File: src/rtl/hazard_ctrl.sv
// ---------------------------------------------------------------------------
// hazard_ctrl
//
// Pipeline hazard and stall controller for the 5-stage MIPS core. It sits
// beside the ID stage and watches the destination registers in flight in EX,
// MEM and WB. It produces:
//   - operand forwarding selects for the ID stage,
//   - pipeline write enables (PC/IF-ID, ID/EX),
//   - a hold for the back end (EX/MEM, MEM/WB),
//   - per-stage flush lines,
//   - sequencing for the multi-cycle mult/div unit and for the one-cycle
//     exception redirect.
//
// Ports
//   clk, rst                    clock (rising edge), synchronous active-low reset
//   id_valid                    ID holds a real instruction
//   id_rs, id_rt                ID source register numbers
//   id_use_rs, id_use_rt        ID instruction reads rs / rt
//   id_md_op                    0 none, 1 mult, 2 div, 3 reserved (treated as none)
//   id_reads_hilo               ID instruction is mfhi/mflo
//   {ex,mem,wb}_reg_wen         stage will write the register file
//   {ex,mem,wb}_reg_num         destination register of that stage
//   ex_mem_to_reg               EX instruction is a load
//   mem_ready                   data memory handshake (0 = access not complete)
//   except                      exception taken in WB
//   busA_select, busB_select    0 regfile, 1 exe_data, 2 mem_data, 3 wb_data
//   if_write                    PC and IF/ID register enable
//   id_write                    ID/EX register enable
//   pipe_hold                   freezes EX/MEM and MEM/WB
//   id_flush, ex_flush,
//   mem_flush                   insert a bubble into the next stage
//   exc_redirect                load the exception vector into the PC
//   md_busy                     mult/div in progress
//   md_done                     one-cycle pulse when HI/LO holds the result
// ---------------------------------------------------------------------------
module hazard_ctrl #(
    parameter int MUL_CYCLES = 4,
    parameter int DIV_CYCLES = 32
) (
    input  logic       clk,
    input  logic       rst,
    input  logic       id_valid,
    input  logic [4:0] id_rs,
    input  logic [4:0] id_rt,
    input  logic       id_use_rs,
    input  logic       id_use_rt,
    input  logic [1:0] id_md_op,
    input  logic       id_reads_hilo,
    input  logic       ex_reg_wen,
    input  logic       mem_reg_wen,
    input  logic       wb_reg_wen,
    input  logic [4:0] ex_reg_num,
    input  logic [4:0] mem_reg_num,
    input  logic [4:0] wb_reg_num,
    input  logic       ex_mem_to_reg,
    input  logic       mem_ready,
    input  logic       except,
    output logic [1:0] busA_select,
    output logic [1:0] busB_select,
    output logic       if_write,
    output logic       id_write,
    output logic       pipe_hold,
    output logic       id_flush,
    output logic       ex_flush,
    output logic       mem_flush,
    output logic       exc_redirect,
    output logic       md_busy,
    output logic       md_done
);

    typedef enum logic [1:0] {
        RUN    = 2'd0,
        MDWAIT = 2'd1,
        EXC    = 2'd2
    } state_t;

    localparam logic [5:0] MUL_LOAD = 6'(MUL_CYCLES);
    localparam logic [5:0] DIV_LOAD = 6'(DIV_CYCLES);

    state_t     state_q, state_d;
    logic [5:0] cnt_q, cnt_d;

    logic lu_hazard;
    logic mh_hazard;
    logic md_issue;
    logic default_active;

    // Youngest producer wins: EX over MEM over WB. Register 0 is hard-wired
    // zero in the register file, so it is never forwarded.
    function automatic logic [1:0] fwd_sel(
        input logic [4:0] src,
        input logic       ex_wen,  input logic [4:0] ex_num,
        input logic       mem_wen, input logic [4:0] mem_num,
        input logic       wb_wen,  input logic [4:0] wb_num
    );
        logic [1:0] sel;
        sel = 2'd0;
        if (src != 5'd0) begin
            if (ex_wen && (ex_num == src)) begin
                sel = 2'd1;
            end else if (mem_wen && (mem_num == src)) begin
                sel = 2'd2;
            end else if (wb_wen && (wb_num == src)) begin
                sel = 2'd3;
            end
        end
        return sel;
    endfunction

    assign busA_select = fwd_sel(id_rs, ex_reg_wen, ex_reg_num, mem_reg_wen,
                                 mem_reg_num, wb_reg_wen, wb_reg_num);
    assign busB_select = fwd_sel(id_rt, ex_reg_wen, ex_reg_num, mem_reg_wen,
                                 mem_reg_num, wb_reg_wen, wb_reg_num);

    // These three depend only on registered state so they are glitch-free
    // and never form a combinational path from the pipeline inputs.
    assign md_busy      = (state_q == MDWAIT);
    assign md_done      = (state_q == MDWAIT) && (cnt_q == 6'd1);
    assign exc_redirect = (state_q == EXC);

    assign md_issue = (id_md_op == 2'd1) || (id_md_op == 2'd2);

    // A load in EX cannot forward to ID this cycle: its data only exists
    // once it reaches MEM, so ID must wait one cycle.
    assign lu_hazard = id_valid && ex_mem_to_reg && ex_reg_wen && (ex_reg_num != 5'd0) &&
                       ((id_use_rs && (id_rs == ex_reg_num)) ||
                        (id_use_rt && (id_rt == ex_reg_num)));

    // HI/LO readers and new mult/div ops must wait for the unit to go idle.
    assign mh_hazard = id_valid && md_busy && (id_reads_hilo || md_issue);

    always_comb begin
        if_write       = 1'b1;
        id_write       = 1'b1;
        pipe_hold      = 1'b0;
        id_flush       = 1'b0;
        ex_flush       = 1'b0;
        mem_flush      = 1'b0;
        default_active = 1'b0;

        if (except) begin
            // Kill everything younger than WB; PC is held this cycle and
            // reloaded with the vector on the next.
            id_flush  = 1'b1;
            ex_flush  = 1'b1;
            mem_flush = 1'b1;
            if_write  = 1'b0;
        end else if (state_q == EXC) begin
            // The instruction fetched alongside the redirect is discarded.
            id_flush = 1'b1;
        end else if (!mem_ready) begin
            // Whole pipe freezes; no bubbles so nothing is lost.
            if_write  = 1'b0;
            id_write  = 1'b0;
            pipe_hold = 1'b1;
        end else if (lu_hazard || mh_hazard) begin
            // Hold IF/ID, let ID/EX load a bubble.
            if_write = 1'b0;
            id_flush = 1'b1;
        end else begin
            default_active = 1'b1;
        end
    end

    always_comb begin
        state_d = state_q;
        cnt_d   = cnt_q;

        if (except) begin
            // An exception aborts any mult/div in flight.
            state_d = EXC;
            cnt_d   = 6'd0;
        end else begin
            case (state_q)
                RUN: begin
                    if (default_active && id_valid && md_issue) begin
                        state_d = MDWAIT;
                        cnt_d   = (id_md_op == 2'd1) ? MUL_LOAD : DIV_LOAD;
                    end
                end
                MDWAIT: begin
                    // The unit runs independently of memory stalls.
                    cnt_d = cnt_q - 6'd1;
                    if (cnt_q == 6'd1) begin
                        state_d = RUN;
                    end
                end
                EXC: begin
                    state_d = RUN;
                end
                default: begin
                    state_d = RUN;
                    cnt_d   = 6'd0;
                end
            endcase
        end
    end

    always_ff @(posedge clk) begin
        if (!rst) begin
            state_q <= RUN;
            cnt_q   <= 6'd0;
        end else begin
            state_q <= state_d;
            cnt_q   <= cnt_d;
        end
    end

endmodule

File: config.mk
export PLATFORM = sky130hd
export DESIGN_NAME = hazard_ctrl
export DESIGN_NICKNAME = d
export VERILOG_FILES = /design/src/rtl/hazard_ctrl.sv
export SDC_FILE = /design/constraint.sdc
export NUM_CORES = 1
export LEC_CHECK = 0
export CAP_MARGIN = 30
export CORE_ASPECT_RATIO = 1.2
export CORE_UTILIZATION = 44
export DETAILED_ROUTE_END_ITERATION = 7
export GPL_TIMING_DRIVEN = 1
export MAX_ROUTING_LAYER = met4
export PLACE_DENSITY_LB_ADDON = 0.08
export SETUP_SLACK_MARGIN = 0.4
export SLEW_MARGIN = 10
export SYNTH_ARGS = -nofsm -noshare
export SYNTH_HDL_FRONTEND = slang
export SYNTH_SLANG_ARGS = --single-unit
export TNS_END_PERCENT = 5
File: constraint.sdc
create_clock -name clk -period 2.6 [get_ports clk]
set_clock_uncertainty 0.1 [all_clocks]
set_input_delay 0.26 -clock clk [delete_from_list [all_inputs] [get_ports clk]]
set_output_delay 0.26 -clock clk [all_outputs]
set_load 0.01 [all_outputs]
==> impl_metrics.yaml <==
status:
  status: "finished, final reports clean"
global_route:
  track_usage: 0.282
  grt_pass1_vias: 1353
  grt_start_max_net_pins: 10
  grt_first_pass_wirelength_mm: 5.38
  antenna_found_initial: 0
  grt_remaining_overflow: 0
finish:
  syn_to_final_growth_pct: 61.1
  layout_common_cells: "clkdlybuf4s50_1, xor2_1, dlygate4sd2_1"
  final_common_cell: "clkdlybuf4s50_1"
  fin_cells: 240
  seq_area_um2: 160
  num-nets-final: 253
  multiInputGateArea_um2: 913
  final_util: 0.756
  final_area_um2: 1760
  drive_gt1_frac: 0.163
  n_antenna_cell: 0
  fillers: 201
clock_tree:
  numCtsBuffers: 3
  h-tree-depth: 1
  cts_max_path_buffers: 2
  cts_tree: "done"
  cts.sinks: 8
  hold_buffers: 0
  insertion_delay_ps: 260
  cts_root_buf: "clkbuf_4"
  clk_pin_slew_worst_paths_ps: 50
critical_path:
  reg2reg_depth: 5
  critPathArrivalTime_ps: 1870
  crit_chain: "dlygate4sd2_1 > nor4_4 > a21oi_1 > and3b_4 > or2_2 > o2bb2ai_1 > clkdlybuf4s15_2"
  required_ps: 2240
  start_kind: "primary input"
  crit_slowest_cell: "dlygate4sd2_1"
  path_buf_inv: 2
  r2r-end: "cnt_q[5]"
  crit_fanout: 3
  critPathMaxStageDelay_ps: 320
  crit_type: "in2out"
  ff2ff_setup_slack_ps: 910
  path_delay_family: "simple AND/OR/NAND/NOR gates"
  regToRegStartpoint: "cnt_q[3]"
  endpoint_kind: "primary output"
sta:
  layout_setup_ws_ps: 368
  max_freq_ghz: 0.448
  fin_crit_sh: 0.858
  slew_violations: 0
  maxSlewHeadroom: 0.757
  final.setup.tns_ps: 0
  finalHoldViolCount: 0
  layout_min_cycle_time_ps: 2230
  rsz0062_at_grt: "yes"
  holdWs_ps: 434
  finalSetupViolations: 0
  tightest_slew_ps: 362
synthesis:
  synth.distinct_cells: 39
  synth-seq-cells: 8
  syn_area_um2: 1090
  synth.yosys.seq_area_share: 0.146
  synth_top_area_cell: "xor2_1"
  synthTopCellsByArea: "xor2_1, dfxtp_1, xnor2_1"
  synth_warnings: 0
  syn_nets: 185
  synth_cells: 143
  async_flop_share: 0
  synth-main-ff-cell: "dfxtp_1"
  avgSynthCellArea_um2: 7.65
  synth-edff-count: 0
  yosysTopAreaCellShare: 0.184
routing:
  first_pass_iters: 4
  via_per_inst: 5.49
  drc: 0
  vias: 1318
  ant_nets: 0
  drtIter0Drc: 12
  wl_per_cell_um: 14.2
  routed_wl_mm: 3.41
hold_path:
  hold_path_end: "cnt_q[4]"
  hold_path_depth: 2
  hp-start: "cnt_q[4]"
  hold_path.class: "reg2reg"
die:
  io_pins: 52
  core_um2: 2330
  die_area_um2: 2690
  die-width_um: 47.5
  start_util: 0.469
  rows: 19
  die_h_um: 56.6
pwr:
  p_per_area_nw_per_um2: 238
  clockPowerShare: 0.236
  p_leak_nw: 0.741
  power_frac_comb: 0.461
  internal-power_mw: 0.283
  p_sw_frac: 0.325
  seqPwrFrac: 0.303
  finalPower_mw: 0.419
  p_sw_mw: 0.136
  ir_worst_vdd_uv: 175
placement:
  placed_cell_area_um2: 1740
  dp_hpwl_mm: 2.86
  port_buffers: 51
  gp_congestion: 1.05
  place_ws_ps: -188
  dp_cells: 237
run:
  maxCapViolCount: 0
## worst max path at each step
| stage | from | endpoint | slack, ps | depth (start not counted) |
|---|---|---|---|---|
| finish | ex_reg_num[2] | if_write | 370 | 7 |
| global route | wb_reg_num[0] | busA_select[0] | 330 | 7 |
| CTS | ex_reg_num[2] | if_write | 370 | 7 |
| detailed placement | id_rs[2] | id_flush | -190 | 8 |
| global placement | ex_reg_num[2] | if_write | -140 | 7 |
| floorplan | ex_reg_num[1] | if_write | 890 | 5 |
## layout make-up
class	count	area share
clock buffer	3	0.0128
timing repair buffer	66	0.337
inverter	9	0.0192
tap	31	0.0220
multi-input combinational	123	0.518
sequential	8	0.0909
## cell families (layout without fill, tap and decap cells)
| family | count (synthesis) | after routing | share of synthesized area |
|---|---|---|---|
| muxes | 1 | 1 | 0.00915 |
| and+or+nand+nor | 63 | 63 | 0.349 |
| DFF | 8 | 8 | 0.146 |
| adders and majority gates | 3 | 3 | 0.0343 |
| xor gates and xnor gates | 33 | 33 | 0.264 |
| buffers and inverters | 12 | 78 | 0.0480 |
| AOI/OAI and AO/OA | 23 | 23 | 0.149 |
## sequential cells by signal, summed over array words and instances, names as in the netlist
name     flops
cnt_q        6
state_q      2
## power groups by stage
stage / clock [mW] / sequential [mW] / combinational, mW
after floorplan: 0 / 0.129 / 0.0743
after global placement: 0 / 0.129 / 0.193
after detailed placement: 0 / 0.129 / 0.198
after CTS: 0.0987 / 0.127 / 0.191
after global routing: 0.109 / 0.127 / 0.207
final: 0.0989 / 0.127 / 0.193
## cell usage after synthesis (2+ instances only)
master and count:
nor4_1 4, xnor2_1 10, dfxtp_1 8, or3_1 2, buf_4 2, a22oi_1 2, nor3_1 5, and3_1 3
and3b_4 2, inv_1 9, nor2_1 10, o22ai_1 4, ha_1 3, and2_1 2, nor4_4 2, nand3_1 5
a211oi_1 2, nand2_1 12, nor2b_1 6, xor2_1 23, nand2b_1 2, a21oi_1 4, o2111ai_1 2, o211ai_1 2
or4_1 2, nand4_1 2
## tightest hold or removal path: stages (launching register included)
cell     delay (ps)
dfxtp_1         340
nand2_1          70
o22ai_1          60
## layer usage
layer | up-vias | share of wire | track usage | wire length, µm
met4 | 0 | 0.041 | 0.151 | 138
met5 | - | 0 | - | 0
met1 | 608 | 0.37 | 0.263 | 1270
met3 | 14 | 0.035 | 0.0161 | 119
met2 | 50 | 0.55 | 0.524 | 1880
li1 | 646 | - | - | -
## what timing repair did
item / 4_1_cts / 5_1_grt
setup endpoints to repair: 6 / 9
hold endpoints to repair: 0 / 0
pin swaps: 4 / 3
buffers inserted: 0 / 0
resized for setup: 37 / 5
(Power assumes the default switching activity.)
==> patch 1, RTL diff (config.mk and constraints unchanged) <==
Put a register stage on the output `exc_redirect`. The value now appears one clock later. The other outputs are not delayed to match.
--- a/src/rtl/hazard_ctrl.sv
+++ b/src/rtl/hazard_ctrl.sv
@@ -118,3 +118,5 @@
     assign md_done      = (state_q == MDWAIT) && (cnt_q == 6'd1);
-    assign exc_redirect = (state_q == EXC);
+    always_ff @(posedge clk) begin
+        exc_redirect <= (state_q == EXC);
+    end
 
Function: changed (Yosys sat finds a counterexample within 4 cycles, from zero or initial values and one cycle with rst low).
==> patch 1 against the original RTL <==
  * Synthesized area rose by 0.80%
  * Die area grew 0.77%
  * Setup slack lost 0.023 ns
  * Total power increased by 11%
  * Wire length rose by 3.8%
  * Critical path type unchanged
  * Clock power is 15% higher
  * Final area up 5.3%
  * Sequential cell count grew 1
  * Critical path depth increased by 1
==> patch 1: results (changes against the original RTL) <==
metric;value;unit;change
reg_top3;cnt_q (6), state_q (2), exc_redirect (1);;
crit_arrival;1.89;ns;+0.02 ns
dr_total_vias;1367;;+3.7%
leakage;0.820;nW;+11%
place_ws;-0.154;ns;+0.0343 ns
dr.pass1.iters;4;;unchanged
syn_area_per_cell;7.71;sq um;+0.80%
routabilityCongestion;0.892;;-15%
dp_cells;240;;+1.3%
grt_pass1_vias;1343;;-0.74%
p_per_area;250;nW/um^2;+5.3%
antenna_cells;0;;unchanged
hold_slack;0.406;ns;-0.0279 ns
drt_iter0_drc;23;;+11
slew_headroom;73.1;%;-2.6 points
finalNetCount;258;;+2.0%
grtUsageTotal;27.4;%;-0.81 points
ir_worst_vdd;0.000251;V;+44%
critPathMaxFanout;2;;-1
netlist_top_cells_count;23 x xor2_1, 10 x nor2_1, 10 x xnor2_1;;
syn_nets;185;;unchanged
seq_area_frac_synth;16.3;%;+1.7 points
portBuffers;51;;unchanged
drt-vias-per-instance;5.56;;+1.2%
grt_max_degree;14;;+4
fin_tns_setup;0;ns;unchanged
fill_cells;183;;-9.0%
drive_gt1_share;21.4;%;+5.1 points
status;finished clean;;
clk_latency;0.27;ns;
path_clk_slew;0.06;ns;
routed_wl;3.54;mm;+3.8%
synth_cell_types;37;;-5.1%
ant_nets;0;;unchanged
cts_made_buffers;3;;unchanged
fin_util;79.6;%;+4.0 points
cts-root-buf;clkbuf_4;;
period_share;86.7;%;+0.87 points
dpl.hpwl;2.81;mm;-1.9%
synth.area.top_cells;xor2_1 18%, dfxtp_1 16%, xnor2_1 7.9%;;
worst-r2r-setup-slack;0.85;ns;-0.06 ns
placed_area;1770;sq um;+1.9%
p_sw_share;32.4;%;-0.12 points
grt_pass1_wl;5.38;mm;-0.13%
clockBufferDepth;2;;unchanged
==> patch 1: cell types whose count changed after synthesis, moves of 2 or more <==
cell / delta
o2111ai_1: -2
nand2_1: -4
a21oi_1: -2
nand3b_1: +5
nor4_4: -2
nor3b_1: +2
a311o_1: +2
nor3_1: +2
==> patch 1: power groups by stage <==
stage | combinational, mW | clock (mW) | sequential [mW]
floorplan | 0.0733 | 0 | 0.146
global placement | 0.195 | 0 | 0.146
detailed placement | 0.199 | 0 | 0.146
CTS | 0.195 | 0.113 | 0.143
global route | 0.221 | 0.117 | 0.143
finish | 0.207 | 0.114 | 0.143
==> patch 1: cells by family (layout without fill, tap and decap cells) <==
family	count (synthesis)	after routing	synth area share [%]
fa+ha+maj	3	3	3.41
xor+xnor	33	33	26.2
simple gates	66	66	35.6
flops	9	9	16.3
compound gates	20	20	13.5
buf+inv	12	84	4.88
==> patch 1: cell type report <==
type | count | area share [%]
multi-input cells | 122 | 50.2
well taps | 31 | 2.09
clock buffers | 4 | 1.42
inverters | 8 | 1.62
flip-flops and latches | 9 | 9.71
repair buffers | 72 | 35.0
==> patch 1: worst paths after layout <==
path,startpoint,endpoint,cells past startpoint
worst max register to register,state_q[0],cnt_q[5],6
worst min-delay path,cnt_q[4],cnt_q[4],2
worst min register to register,cnt_q[4],cnt_q[4],2
worst max-delay path,wb_reg_num[2],busA_select[1],8
==> patch 1: critical path, cell delays in order <==
cell and delay, ns:
clkdlybuf4s50_1 0.43, buf_4 0.15, xor2_1 0.13, nor4_1 0.16, and3_1 0.21, nor2b_1 0.06
a211oi_2 0.23, clkdlybuf4s15_2 0.26
==> patch 1: what timing repair did <==
action	in CTS	in global routing
cloned	0	0
buffers inserted	1	1
pin swaps	6	9
setup endpoints to repair	7	9
gates resized for setup	34	17
endpoints found under the hold margin	0	0
==> patch 1: routing by layer <==
layer	part of all wire (%)	GRT usage (%)	vias up	wire [microns]
met5	0	-	-	0
met4	4.2	11.9	0	149
met3	4.7	2.57	18	165
met2	54	50.2	62	1910
met1	37	26.9	631	1310
li1	-	-	656	-
==> patch 2, RTL diff (config.mk and constraints unchanged) <==
Without the edit above. The parameter `DIV_CYCLES` goes from 32 to 31.
--- a/src/rtl/hazard_ctrl.sv
+++ b/src/rtl/hazard_ctrl.sv
@@ -37,3 +37,3 @@
     parameter int MUL_CYCLES = 4,
-    parameter int DIV_CYCLES = 32
+    parameter int DIV_CYCLES = 31
 ) (
Check against the original RTL: no difference found for any inputs over 10 cycles, from zero or initial values and one cycle with rst low; that may be too few to reach the edited logic, so the function may still have changed.
==> patch 2 against the original RTL <==
  * Non-clock buffer count up 10
  * Sequential cell count unchanged
  * Count of clock-buffer cells in the layout unchanged
  * Wire length up 10%
  * Final cell count up 5.4%
  * Critical path depth unchanged
  * Total power up 5.3%
  * Final area up 3.5%
  * Synthesized area down 0.11%
  * Setup slack better by 0.025 ns
  * Highest routed layer unchanged
==> patch 2: results (changes against the original RTL) <==
metric;value;unit;change
status;finished clean;;
post_cts_buffers;0;;unchanged
ir_worst_vdd;0.000280;V;+60%
netlist_top_cells_count;16 x xor2_1, 14 x xnor2_1, 13 x nor2_1;;
wl_met3;220;microns;+85%
hp-start;cnt_q[4];;
syn_nets;188;;+1.6%
use_met1;37.7;%;+11 points
use_met3;5.47;%;+3.9 points
synth_cell_types;39;;unchanged
reg_top3;cnt_q (6), state_q (2);;
worstSetupEndpoint;busB_select[1];;
antenna_cells;0;;unchanged
hold_end;cnt_q[4];;
worst-r2r-cell-count;4;;-1
fill_cells;181;;-10%
min_period;2.21;ns;-0.0254 ns
synthXorXnorAreaFrac;24.1;%;-2.4 points
critPathMaxFanout;2;;-1
synth-compound-area-share;22.1;%;+7.2 points
rr_startpoint;state_q[1];;
place_ws;-0.155;ns;+0.0325 ns
met2_usage;51.1;%;-1.4 points
routabilityCongestion;0.896;;-15%
crit_arrival;1.85;ns;-0.02 ns
finalNetCount;266;;+5.1%
grt_max_degree;10;;unchanged
cts-resized-gates;31;;-16%
yosys-mux-area-fraction;0;%;-0.92 points
highest_layer;met4;;
wl_met2;1.88;mm;about the same
ant_nets;0;;unchanged
dr.pass1.iters;4;;unchanged
slew_headroom;71.0;%;-4.7 points
routed_wl;3.76;mm;+10%
placed_area;1800;sq um;+3.8%
cts_made_buffers;3;;unchanged
grt_pass1_vias;1410;;+4.2%
syn_area_per_cell;7.48;sq um;-2.2%
min_path_type;flop to flop;;
async_flop_share;0;%;unchanged
drt-vias-per-instance;5.66;;+3.1%
wl_met1;1.60;mm;+26%
leakage;0.742;nW;+0.14%
clockBufferDepth;2;;unchanged
startpoint;mem_reg_num[3];;
grtUsageTotal;31.1;%;+2.9 points
grt_pass1_wl;6.00;mm;+11%
wire_per_inst;14.9;microns;+4.6%
drive_gt1_share;19.4;%;+3.1 points
synth-adder-area-share;3.44;%;+0.0039 points
drt_iter0_drc;70;;+58
synth.area.top_cells;dfxtp_1 15%, xor2_1 13%, xnor2_1 11%;;
dpl.hpwl;3.09;mm;+7.9%
seq_area_frac_synth;14.7;%;+0.017 points
hold_slack;0.445;ns;+0.0112 ns
dp_cells;249;;+5.1%
r2r_end;cnt_q[0];;
worstSetupEndpointType;output pin;;
worst-r2r-setup-slack;0.94;ns;+0.03 ns
-- patch 2: cell types whose count changed after synthesis, moves of 3 or more --
cell     before  now
nor2_1       10   13
a31oi_1       1    4
xnor2_1      10   14
nand2_1      12    5
xor2_1       23   16
nand3_1       5   10
-- patch 2: report_power, final --
part           internal, mW  switching [mW]  total [mW]
Combinational         0.119          0.0983       0.217
Clock                0.0529          0.0434      0.0963
Sequential            0.125         0.00204       0.127
-- patch 2: critical path: stages --
cell             delay (ns)
clkdlybuf4s50_1        0.46
xor2_1                 0.19
nor4_1                 0.32
nand3_1                0.17
nor2b_1                0.17
nor3_1                 0.12
buf_2                  0.16
-- patch 2: layout make-up --
| class | count | area [sq um] | share of cell area (%) |
|---|---|---|---|
| inverters | 8 | 30.0 | 1.65 |
| flip-flops and latches | 8 | 160 | 8.79 |
| well taps | 31 | 38.8 | 2.13 |
| multi-input cells | 127 | 918 | 50.4 |
| clock buffers | 3 | 22.5 | 1.24 |
| repair buffers | 76 | 653 | 35.8 |
